$ cat src/rtl/load_store_unit.sv
// load_store_unit: bridge between the pipeline memory stage and a word-wide dmem.
// Decodes access width from funct3, drives byte-lane write flags and lane-shifted
// store data, and extracts/extends load data. Accesses crossing a word boundary
// are issued as two dmem word phases (PH0 = lower word, PH1 = next word).
// Ports:
//   clk, rst                 clock, asynchronous active-high reset
//   req_valid/req_ready      request handshake (ready only in IDLE)
//   req_write/funct3/addr/wdata  request fields, latched on accept
//   resp_valid/rdata/error   one-cycle response pulse, rdata/error held
//   mem_address/write_data/enable/write_flag  registered dmem controls
//   mem_read_data            combinational dmem read data
module load_store_unit (
    input  logic        clk,
    input  logic        rst,
    input  logic        req_valid,
    output logic        req_ready,
    input  logic        req_write,
    input  logic [2:0]  req_funct3,
    input  logic [31:0] req_addr,
    input  logic [31:0] req_wdata,
    output logic        resp_valid,
    output logic [31:0] resp_rdata,
    output logic        resp_error,
    output logic [29:0] mem_address,
    output logic [31:0] mem_write_data,
    input  logic [31:0] mem_read_data,
    output logic        mem_enable,
    output logic [3:0]  mem_write_flag
);

    localparam int unsigned XLEN = 32;
    localparam int unsigned WAW  = 30;

    typedef enum logic [1:0] {IDLE, PH0, PH1, RESP} state_t;

    state_t state, state_n;

    logic            wr_q;
    logic [2:0]      f3_q;
    logic [XLEN-1:0] addr_q, wdata_q, lo_q, lo_n;

    logic            req_ready_n, resp_valid_n, resp_error_n, mem_enable_n, accept;
    logic [XLEN-1:0] resp_rdata_n, mem_write_data_n;
    logic [WAW-1:0]  mem_address_n;
    logic [3:0]      mem_write_flag_n;

    // Legal encodings: LB/LH/LW/LBU/LHU for loads, SB/SH/SW for stores.
    function automatic logic is_legal(input logic w, input logic [2:0] f3);
        case (f3)
            3'b000, 3'b001, 3'b010: is_legal = 1'b1;
            3'b100, 3'b101:         is_legal = ~w;
            default:                is_legal = 1'b0;
        endcase
    endfunction

    // Align the two-word window to the byte offset, then sign/zero extend.
    function automatic logic [31:0] extend(input logic [63:0] raw, input logic [1:0] off,
                                           input logic [2:0] f3);
        logic [63:0] sh;
        sh = raw >> {off, 3'b000};
        case (f3)
            3'b000:  extend = {{24{sh[7]}}, sh[7:0]};
            3'b001:  extend = {{16{sh[15]}}, sh[15:0]};
            3'b100:  extend = {24'b0, sh[7:0]};
            3'b101:  extend = {16'b0, sh[15:0]};
            default: extend = sh[31:0];
        endcase
    endfunction

    // Request fields come straight from the inputs in IDLE, from the latches afterwards.
    logic            src_write;
    logic [2:0]      src_f3;
    logic [XLEN-1:0] src_addr, src_wdata;
    logic [1:0]      off;
    logic [2:0]      size;
    logic [3:0]      base;
    logic [7:0]      mask8;
    logic [63:0]     wide;
    logic            split;

    assign src_write = (state == IDLE) ? req_write  : wr_q;
    assign src_f3    = (state == IDLE) ? req_funct3 : f3_q;
    assign src_addr  = (state == IDLE) ? req_addr   : addr_q;
    assign src_wdata = (state == IDLE) ? req_wdata  : wdata_q;
    assign off       = src_addr[1:0];

    // Width decode and lane placement for both phases.
    always_comb begin
        size = 3'd4;
        base = 4'b1111;
        case (src_f3[1:0])
            2'b00: begin size = 3'd1; base = 4'b0001; end
            2'b01: begin size = 3'd2; base = 4'b0011; end
            default: ;
        endcase
    end

    assign mask8 = 8'(base) << off;
    assign wide  = 64'(src_wdata) << {off, 3'b000};
    assign split = (3'(off) + size) > 3'd4;
    assign accept = (state == IDLE) && req_valid;

    // State register.
    always_ff @(posedge clk or posedge rst) begin
        if (rst) state <= IDLE;
        else     state <= state_n;
    end

    // Next state and next values of every registered output.
    always_comb begin
        state_n          = state;
        resp_valid_n     = 1'b0;
        resp_rdata_n     = resp_rdata;
        resp_error_n     = resp_error;
        mem_address_n    = '0;
        mem_write_data_n = '0;
        mem_enable_n     = 1'b0;
        mem_write_flag_n = '0;
        lo_n             = lo_q;
        case (state)
            IDLE: begin
                if (req_valid) begin
                    if (is_legal(req_write, req_funct3)) begin
                        state_n          = PH0;
                        mem_address_n    = src_addr[31:2];
                        mem_write_data_n = wide[31:0];
                        mem_enable_n     = src_write;
                        mem_write_flag_n = src_write ? mask8[3:0] : 4'b0000;
                    end else begin
                        state_n      = RESP;
                        resp_valid_n = 1'b1;
                        resp_error_n = 1'b1;
                        resp_rdata_n = '0;
                    end
                end
            end
            PH0: begin
                lo_n = mem_read_data;
                if (split) begin
                    state_n          = PH1;
                    mem_address_n    = addr_q[31:2] + WAW'(1);
                    mem_write_data_n = wide[63:32];
                    mem_enable_n     = wr_q;
                    mem_write_flag_n = wr_q ? mask8[7:4] : 4'b0000;
                end else begin
                    state_n      = RESP;
                    resp_valid_n = 1'b1;
                    resp_error_n = 1'b0;
                    resp_rdata_n = wr_q ? '0 : extend({32'b0, mem_read_data}, addr_q[1:0], f3_q);
                end
            end
            PH1: begin
                state_n      = RESP;
                resp_valid_n = 1'b1;
                resp_error_n = 1'b0;
                resp_rdata_n = wr_q ? '0 : extend({mem_read_data, lo_q}, addr_q[1:0], f3_q);
            end
            RESP:    state_n = IDLE;
            default: state_n = IDLE;
        endcase
        req_ready_n = (state_n == IDLE);
    end

    // Output and request-latch registers.
    always_ff @(posedge clk or posedge rst) begin
        if (rst) begin
            req_ready      <= 1'b1;
            resp_valid     <= 1'b0;
            resp_rdata     <= '0;
            resp_error     <= 1'b0;
            mem_address    <= '0;
            mem_write_data <= '0;
            mem_enable     <= 1'b0;
            mem_write_flag <= '0;
            wr_q           <= 1'b0;
            f3_q           <= '0;
            addr_q         <= '0;
            wdata_q        <= '0;
            lo_q           <= '0;
        end else begin
            req_ready      <= req_ready_n;
            resp_valid     <= resp_valid_n;
            resp_rdata     <= resp_rdata_n;
            resp_error     <= resp_error_n;
            mem_address    <= mem_address_n;
            mem_write_data <= mem_write_data_n;
            mem_enable     <= mem_enable_n;
            mem_write_flag <= mem_write_flag_n;
            lo_q           <= lo_n;
            if (accept) begin
                wr_q    <= req_write;
                f3_q    <= req_funct3;
                addr_q  <= req_addr;
                wdata_q <= req_wdata;
            end
        end
    end

endmodule

$ cat config.mk
export PLATFORM = sky130hd
export DESIGN_NAME = load_store_unit
export DESIGN_NICKNAME = d
export VERILOG_FILES = /design/src/rtl/load_store_unit.sv
export SDC_FILE = /design/constraint.sdc
export NUM_CORES = 1
export LEC_CHECK = 0
export BUFFER_PORTS_ARGS = -buffer_cell sky130_fd_sc_hd__buf_2
export CORE_MARGIN = 2
export CORE_UTILIZATION = 51
export DETAILED_ROUTE_END_ITERATION = 16
export PLACE_DENSITY = 0.76
export REMOVE_ABC_BUFFERS = 1
export SYNTH_ARGS = -nofsm -noshare
export SYNTH_HDL_FRONTEND = slang
export SYNTH_SLANG_ARGS = --single-unit
$ cat constraint.sdc
create_clock -name clk -period 5.5 [get_ports clk]
set_input_delay 0.275 -clock clk [delete_from_list [all_inputs] [get_ports clk]]
set_output_delay 0.275 -clock clk [all_outputs]
set_load 0.03 [all_outputs]
After elaboration in Yosys (flattened, before gate mapping)
Index checks and enable logic that the tools add are counted.

Output and inout bits: 102. Register bits: 204. Input port bits: 103.

Bitwise gates (word level): 1. Add/subtract/negate cells: 2. Equality and inequality tests: 14. $lt $le $gt $ge: 1. Shifts and indexed selects: 4. Reduce and logical (&&, ||, !) cells: 10. Mux-type cells: 47.

Operators with widths (count): 32-bit 2-to-1 mux (10); 32-bit case mux with 4 select lines (2); 32-bit case mux with 3 select lines (1); 30-bit 2-to-1 mux (3); 32-bit case mux with 2 select lines (1); 32-bit by 5-bit left shift with 64-bit output (1); 64-bit by 5-bit >> shifter with 32-bit output (1); 30-bit case mux with 2 select lines (1); 32-bit by 5-bit >> shifter with 32-bit output (1); 30-bit by 1-bit adder with 30-bit output, second input constant (1); 4-bit 2-to-1 mux (5); 4-bit case mux with 2 select lines (2); 1-bit 2-to-1 mux (13); 3-bit equality test, second input constant (4); 2-bit case mux with 4 select lines (1); 4-bit by 2-bit left shift with 8-bit output (1); 3-bit by 1-bit equality test with 1-bit output, second input constant (2); 2-bit logical NOT (3); 3-bit logical NOT (2); 2-bit 2-to-1 mux (3); 2-bit != test, second input constant (3); 1-bit case mux with 3 select lines (2); 3-bit case mux with 2 select lines (1); 2-bit by 1-bit equality test with 1-bit output, second input constant (2); 11 further kinds (13).

Depth between registers and ports, before layout
Gate-level depths: netlist (run 1).

Word-level depth: 9. Gate-level depth with buffers: 15.

Worst setup path before layout (run 1)
No wires, ideal clock.

Path kind: flip-flop to flip-flop. Start: register state[0]. End: register mem_write_data[16]. Data arrival time: 3.671 ns. Clock period less this slack: 3.739 ns. Stages on the path, launching flop included: 13. Path slack: 1.761 ns. Required time: 5.432 ns. Path through: dfrtp_1 inv_1 ha_1 clkbuf_1 mux2i_1 clkbuf_1 inv_1 ha_1 fa_1 o21ai_0 clkbuf_1 nor4_1 a221o_1.

Longest elaborated chain between the ends: 8.

Ends and longest elaborated chain: start, declared (RTL line 36) `state_t state, state_n;`; start signal, assigned (RTL line 106) `else state <= state_n;`; 2-bit logical NOT; 2-bit 2-to-1 mux (RTL line 82) `assign src_f3 = (state == IDLE) ? req_funct3 : f3_q;`; 2-bit by 1-bit equality test with 1-bit output or 2-bit logical NOT (tied branches) (RTL line 91) `case (src_f3[1:0])`; 3-bit case mux with 2 select lines (RTL line 91); 2-bit by 3-bit adder with 3-bit output (RTL line 100) `assign split = (3'(off) + size) > 3'd4;`; 3-bit > comparator (RTL line 100); 32-bit 2-to-1 mux (RTL line 139) `if (split) begin`; 32-bit case mux with 2 select lines * (RTL line 120) `case (state)`; via mem_write_data_n[16] (RTL line 43) `logic [XLEN-1:0] resp_rdata_n, mem_write_data_n;`; end signal, assigned (RTL line 186) `mem_write_data <= mem_write_data_n;`; end, declared (RTL line 25) `output logic [31:0] mem_write_data,`.

Mark *: on every way through the listed nets, which the timed path passes. The rest lies on a longest branch. A chain may end at the register's enable or synchronous reset.

Worst setup path in the final report (run 1)
Start: register state[0]. End: register mem_write_data[3].

Same word-level chain as after synthesis.

==> impl_metrics.json, run 1 <==
{
  "ir_drop_mv": 0.434,
  "avgRoutedWirePerCell_um": 20.5,
  "start_util_pct": 51.5,
  "yosysSeqAreaShare_pct": 45.7,
  "grt-ovfl-total": 0,
  "synth_compound_area_share_pct": 14.4,
  "vias_per_cell": 6.16,
  "worst_slack_ps": 903,
  "die_w_um": 152,
  "ys.flop_type": "dfrtp_1",
  "powerDensity_nw_per_um2": 634,
  "ys_async_sr_fraction_pct": 100,
  "cts_tree": "yes",
  "drive_gt1_share_pct": 34.7,
  "fp-row-count": 54,
  "wirelength_mm": 31.5,
  "via_count": 9486,
  "final_net_count": 1348,
  "cp_data_required_time_ps": 5970,
  "worstHoldPathType": "input pin to register",
  "slowest_delay_ps": 970,
  "cp_max_fo": 17,
  "gp_congestion": 0.867,
  "place_ws_ps": 1030,
  "ant_nets": 0,
  "setup_viol": 0,
  "synthMuxAreaShare_pct": 24.3,
  "fin_crit_ps": 4600,
  "grt_max_degree": 76,
  "outcome": "finished, final reports clean",
  "fmax_mhz": 218,
  "cts.path.max_buffers": 3,
  "tns_ps": 0,
  "postCtsSetupBuffers": 0,
  "max-slew-margin-rel_pct": 22.2,
  "finalPower_w": 0.00876,
  "cp_slowest_cell": "nor3_1",
  "grt_pass1_wl_mm": 50.4,
  "final_max_slew_viol_count": 0,
  "ys_seq_elements": 204,
  "min_period_over_period_pct": 83.6,
  "antenna_found_initial": 4,
  "synthAdderAreaFrac_pct": 0.963,
  "clk_pin_slew_ps": 60,
  "synth_xor_xnor_area_share_pct": 0.302,
  "syn-instance-count": 1007,
  "clock_latency_ps": 540,
  "synthSimpleGateAreaFrac_pct": 11.2,
  "final_cell_mix": "buf_2 (204), dfrtp_1 (201), mux2_2 (121)",
  "numCtsBuffers": 24,
  "p_leak_nw": 6.29,
  "tightestPinTransition_ps": 1170,
  "drcViolationCount": 0,
  "criticalPathCategory": "register to register",
  "port_buffers": 204,
  "critPathArrivalTime_ps": 5070,
  "clockRootBuffer": "clkbuf_16",
  "core_area_um2": 21700,
  "htreeDepth": 1,
  "first_iter_violations": 662,
  "synth.distinct_cells": 60,
  "synth_area_um2": 11200,
  "synth_top_family_by_area": "multiplexers",
  "clkSinkCount": 204,
  "dieArea_um2": 23100,
  "dp_hpwl_mm": 20.6,
  "maxCapViolCount": 0,
  "post-route-util_pct": 63.6,
  "cp-start-kind": "register",
  "die_height_um": 152,
  "io_pins": 205,
  "avgSynthCellArea_um2": 11.1,
  "cp-end-kind": "register",
  "hold_viol_final": 0,
  "first_global_vias": 9374,
  "layout_commonest_cell": "buf_2",
  "fin_area_um2": 13800,
  "grtUsageTotal_pct": 26.6,
  "finalClockSkew_ps": 21.0,
  "area_growth_syn_to_layout_pct": 23.6,
  "first_pass_iters": 5,
  "placed_area_um2": 12400,
  "rsz0062_at_grt": "false",
  "synth_edf_count": 0,
  "ys.warnings.count": 0,
  "crit_chain": "inv_1 > ha_1 > mux2i_2 > buf_4 > inv_1 > buf_4 > fa_1 > xnor2_2 > nand2_1 > nor3_1 > a221o_1"
}
[metal layers]
| layer | vias up | share of wire, % | global-route usage [%] |
|---|---|---|---|
| met2 | 441 | 48 | 44.3 |
| met4 | 0 | 3.3 | 8.86 |
| met5 | - | 0 | 0 |
| met3 | 75 | 7.7 | 4.85 |
| met1 | 4685 | 41 | 35.7 |
| li1 | 4285 | - | - |
[cells in the mapped netlist (all sizes together) (5+ instances only)]
cell type	instances	area, µm²
a211oi	8	72.6
a21o	7	52.6
a21oi	41	205
a221o	16	160
a22oi	14	105
a2bb2oi	7	61.3
a31oi	9	62.6
a32oi	12	105
and3	14	87.6
buf	39	174
clkbuf	32	120
dfrtp	203	5080
ha	7	87.6
inv	13	48.8
mux2	121	1360
mux2i	55	563
mux4	35	788
nand2	111	419
nand2b	5	31.3
nand3	19	95.1
nand4	10	62.6
nor2	33	124
nor2b	18	113
nor3	16	80.1
nor4	9	56.3
o211ai	13	97.6
o21ai	66	330
o221ai	5	43.8
o22ai	9	56.3
o311ai	13	114
or2	6	37.5
or4	6	45.0
[metrics by stage]
stage	std cells	hold slack, ps
4_1_cts	1535	0.764
6_report	1539	2.06
5_1_grt	1539	3.03
3_5_place_dp	1435	373
3_3_place_gp	1435	370
2_1_floorplan	936	391
[power by group]
group,internal [W],switching (W)
Combinational,0.00189,0.00259
Clock,0.000983,0.000674
Sequential,0.00211,0.000509
Total,0.00498,0.00378
[critical path: cells and delay by family, from the launching register on]
| family | cells | cell delay [ps] |
|---|---|---|
| fa+ha+maj | 2 | 1150 |
| compound gates | 1 | 310 |
| buf+inv | 4 | 660 |
| mux | 1 | 300 |
| simple gates | 2 | 1400 |
| flops | 1 | 400 |
| xor+xnor | 1 | 320 |
[worst paths after layout]
kind / slack [ps] / depth (start not counted) / end / from
max reg2reg: 900 / 11 / mem_write_data[3]$_DFF_PP0_ / state[0]$_DFF_PP0_
min reg2reg: 480 / 2 / resp_rdata[7]$_DFFE_PP0P_ / resp_rdata[7]$_DFFE_PP0P_
max in group asynchronous: 3920 / 4 / wdata_q[10]$_DFFE_PP0P_ / rst
max: 900 / 11 / mem_write_data[3]$_DFF_PP0_ / state[0]$_DFF_PP0_
min in group asynchronous: 330 / 3 / addr_q[13]$_DFFE_PP0P_ / rst
min: 2 / 2 / wdata_q[21]$_DFFE_PP0P_ / req_wdata[21]
[repair_timing]
action | in CTS | in global routing
resized for setup | 0 | 0
hold endpoints to repair | 144 | 0
hold buffers | 56 | 0
[kinds of logic (layout without fill, tap and decap cells)]
kind of cell,after synthesis,count (layout)
other,0,4
buffers and inverters,84,332
and+or+nand+nor,261,261
DFF,204,204
muxes,211,211
AOI/OAI and AO/OA,236,236
xor gates and xnor gates,3,3
adders and majority gates,8,8
[state kept, by name, summed over array words and instances (netlist names), 2 cells and up]
signal	flops
addr_q	32
lo_q	32
mem_write_data	32
resp_rdata	32
wdata_q	32
mem_address	30
mem_write_flag	4
f3_q	3
state	2
[layout make-up]
| type | instances | area (µm²) |
|---|---|---|
| timing repair buffer | 275 | 1690 |
| inverter | 13 | 56.3 |
| clock inverter | 14 | 188 |
| fill | 1665 | 7890 |
| antenna | 4 | 10.0 |
| clock buffer | 30 | 643 |
| tap | 280 | 350 |
| sequential | 204 | 5110 |
| multi-input combinational | 719 | 5750 |
Power figures use the tool's default switching activity.
==> run 2, diff against run 1 <==
clock period = 4.12 ns   (was 5.5 ns; I/O delays follow)
==> run 2 against run 1 <==
  * Non-clock buffer count increased by 47
  * Critical endpoint is now mem_write_data[5]$_DFF_PP0_
  * Maximum frequency increased by 25%
  * Cell area increased by 2.7%
  * Global-route usage increased by 0.35 points
  * Utilization increased by 1.7 points
  * Clock skew decreased by 8.3 ps
  * Critical path type unchanged
==> impl_metrics.json, run 2 (synthesized netlist as in run 1, its figures left out) <==
{
  "outcome": "finished, final reports clean",
  "hold_slack_ps": 21.7,
  "area_growth_syn_to_layout_pct": 26.9,
  "first_pass_iters": 5,
  "io_pins": 205,
  "ant_nets": 0,
  "max-slew-margin-rel_pct": 27.3,
  "final_cell_mix": "buf_2 (204), dfrtp_1 (201), mux2_2 (121)",
  "post-place-cells": 1439,
  "hold_viol_final": 0,
  "clock_latency_ps": 540,
  "via_count": 9665,
  "clk_pin_slew_ps": 60,
  "postCtsSetupBuffers": 0,
  "clockRootBuffer": "clkbuf_16",
  "first_iter_violations": 711,
  "post-route-util_pct": 65.3,
  "tns_ps": 0,
  "place_ws_ps": 533,
  "avgRoutedWirePerCell_um": 19.9,
  "r2r-start": "state[0]$_DFF_PP0_",
  "critPathArrivalTime_ps": 4140,
  "worst_slack_ps": 447,
  "hold_start": "req_funct3[1]",
  "crit_chain": "inv_1 > ha_1 > mux2i_4 > inv_1 > ha_1 > fa_1 > xnor2_2 > nand2_1 > nor3_1 > a221o_1",
  "drcViolationCount": 0,
  "core_area_um2": 21700,
  "setup_viol": 0,
  "cp_max_fo": 7,
  "worstHoldPathType": "input pin to register",
  "ir_drop_mv": 0.435,
  "finalNonFillerCells": 1579,
  "finalClockSkew_ps": 12.8,
  "cp_data_required_time_ps": 4590,
  "port_buffers": 204,
  "gp_congestion": 0.833,
  "die_height_um": 152,
  "cp_slowest_cell": "nor3_1",
  "layout_commonest_cell": "buf_2",
  "dieArea_um2": 23100,
  "fin_crit_ps": 3670,
  "clkSinkCount": 204,
  "crit_start": "state[0]$_DFF_PP0_",
  "grt_max_degree": 134,
  "drive_gt1_share_pct": 33.4,
  "holdBufCountCts": 99,
  "fillers": 1654,
  "htreeDepth": 1,
  "slowest_delay_ps": 820,
  "die_w_um": 152,
  "antenna_found_initial": 1,
  "numCtsBuffers": 23,
  "cts.path.max_buffers": 3,
  "vias_per_cell": 6.12,
  "start_util_pct": 51.5,
  "powerDensity_nw_per_um2": 807,
  "grt-ovfl-total": 0,
  "ctsResizeCount": 0,
  "dp_hpwl_mm": 20.0,
  "fmax_mhz": 272,
  "final_net_count": 1394,
  "cp-start-kind": "register",
  "cts_tree": "yes",
  "criticalPathCategory": "register to register",
  "maxCapViolCount": 0,
  "p_leak_nw": 6.46,
  "tightestPinTransition_ps": 1080,
  "first_global_vias": 9681,
  "grtUsageTotal_pct": 27.0,
  "min_period_over_period_pct": 89.1,
  "final_max_slew_viol_count": 0,
  "rsz0062_at_grt": "false",
  "cp-end-kind": "register",
  "fp-row-count": 54,
  "grt_pass1_wl_mm": 51.3,
  "wirelength_mm": 31.4
}
run 2: cell types whose count changed in the layout (fill, tap and decap cells not counted), moves of 3 or more:
cell | previous run | this run
diode_2 | 4 | 1
bufinv_16 | 3 | 0
clkbuf_1 | 4 | 7
clkinvlp_4 | 3 | 0
dlygate4sd3_1 | 56 | 99
clkbuf_8 | 2 | 6
run 2: final timing paths:
kind | slack [ps] | depth (start not counted) | to
worst min-delay path | 20 | 2 | f3_q[1]$_DFFE_PP0P_
max in group asynchronous | 2890 | 3 | addr_q[1]$_DFFE_PP0P_
min in group asynchronous | 320 | 3 | mem_address[10]$_DFF_PP0_
worst max register to register | 450 | 10 | mem_write_data[5]$_DFF_PP0_
worst max-delay path | 450 | 10 | mem_write_data[5]$_DFF_PP0_
worst min register to register | 470 | 2 | resp_rdata[10]$_DFFE_PP0P_
run 2: final cells by class:
type                            instances  area [µm²]  share of cell area (%)
Sequential cell                       204        5110                    36.1
Timing Repair Buffer                  322        2180                    15.4
Tap cell                              280         350                    2.47
Inverter                               13        56.3                   0.397
Antenna cell                            1        2.50                  0.0177
Clock inverter                          4        35.0                   0.247
Clock buffer                           36         684                    4.83
Multi-Input combinational cell        719        5750                    40.6
run 2: worst max-delay path, delay by kind of cell, from the launching register on:
family                   cells  cell delay [ps]
XOR/XNOR                     1              320
flip-flops                   1              410
multiplexers                 1              280
AND/OR/NAND/NOR              2             1030
adder cells (fa/ha/maj)      3             1030
AO/OA/AOI/OAI                1              300
buffers and inverters        2              230
run 2: per-stage QoR:
stage               instance area, µm²  total power (W)
floorplan                        10900          0.00776
global placement                 12500          0.00919
detailed placement               12500          0.00933
CTS                              14200           0.0114
global route                     14200           0.0121
finish                           14200           0.0114
run 2: per-layer routing:
layer | wire length [µm] | share of wire [%] | global-route usage [%]
met2 | 15400 | 49 | 44.7
met3 | 2140 | 6.8 | 5.13
met1 | 12900 | 41 | 36.4
met5 | 0 | 0 | 0
met4 | 919 | 2.9 | 8.23
run 2: power by group:
part	switching, W	internal, W
sequential	0.000652	0.00282
combinational	0.00342	0.00256
clock	0.000843	0.00114
total	0.00491	0.00653
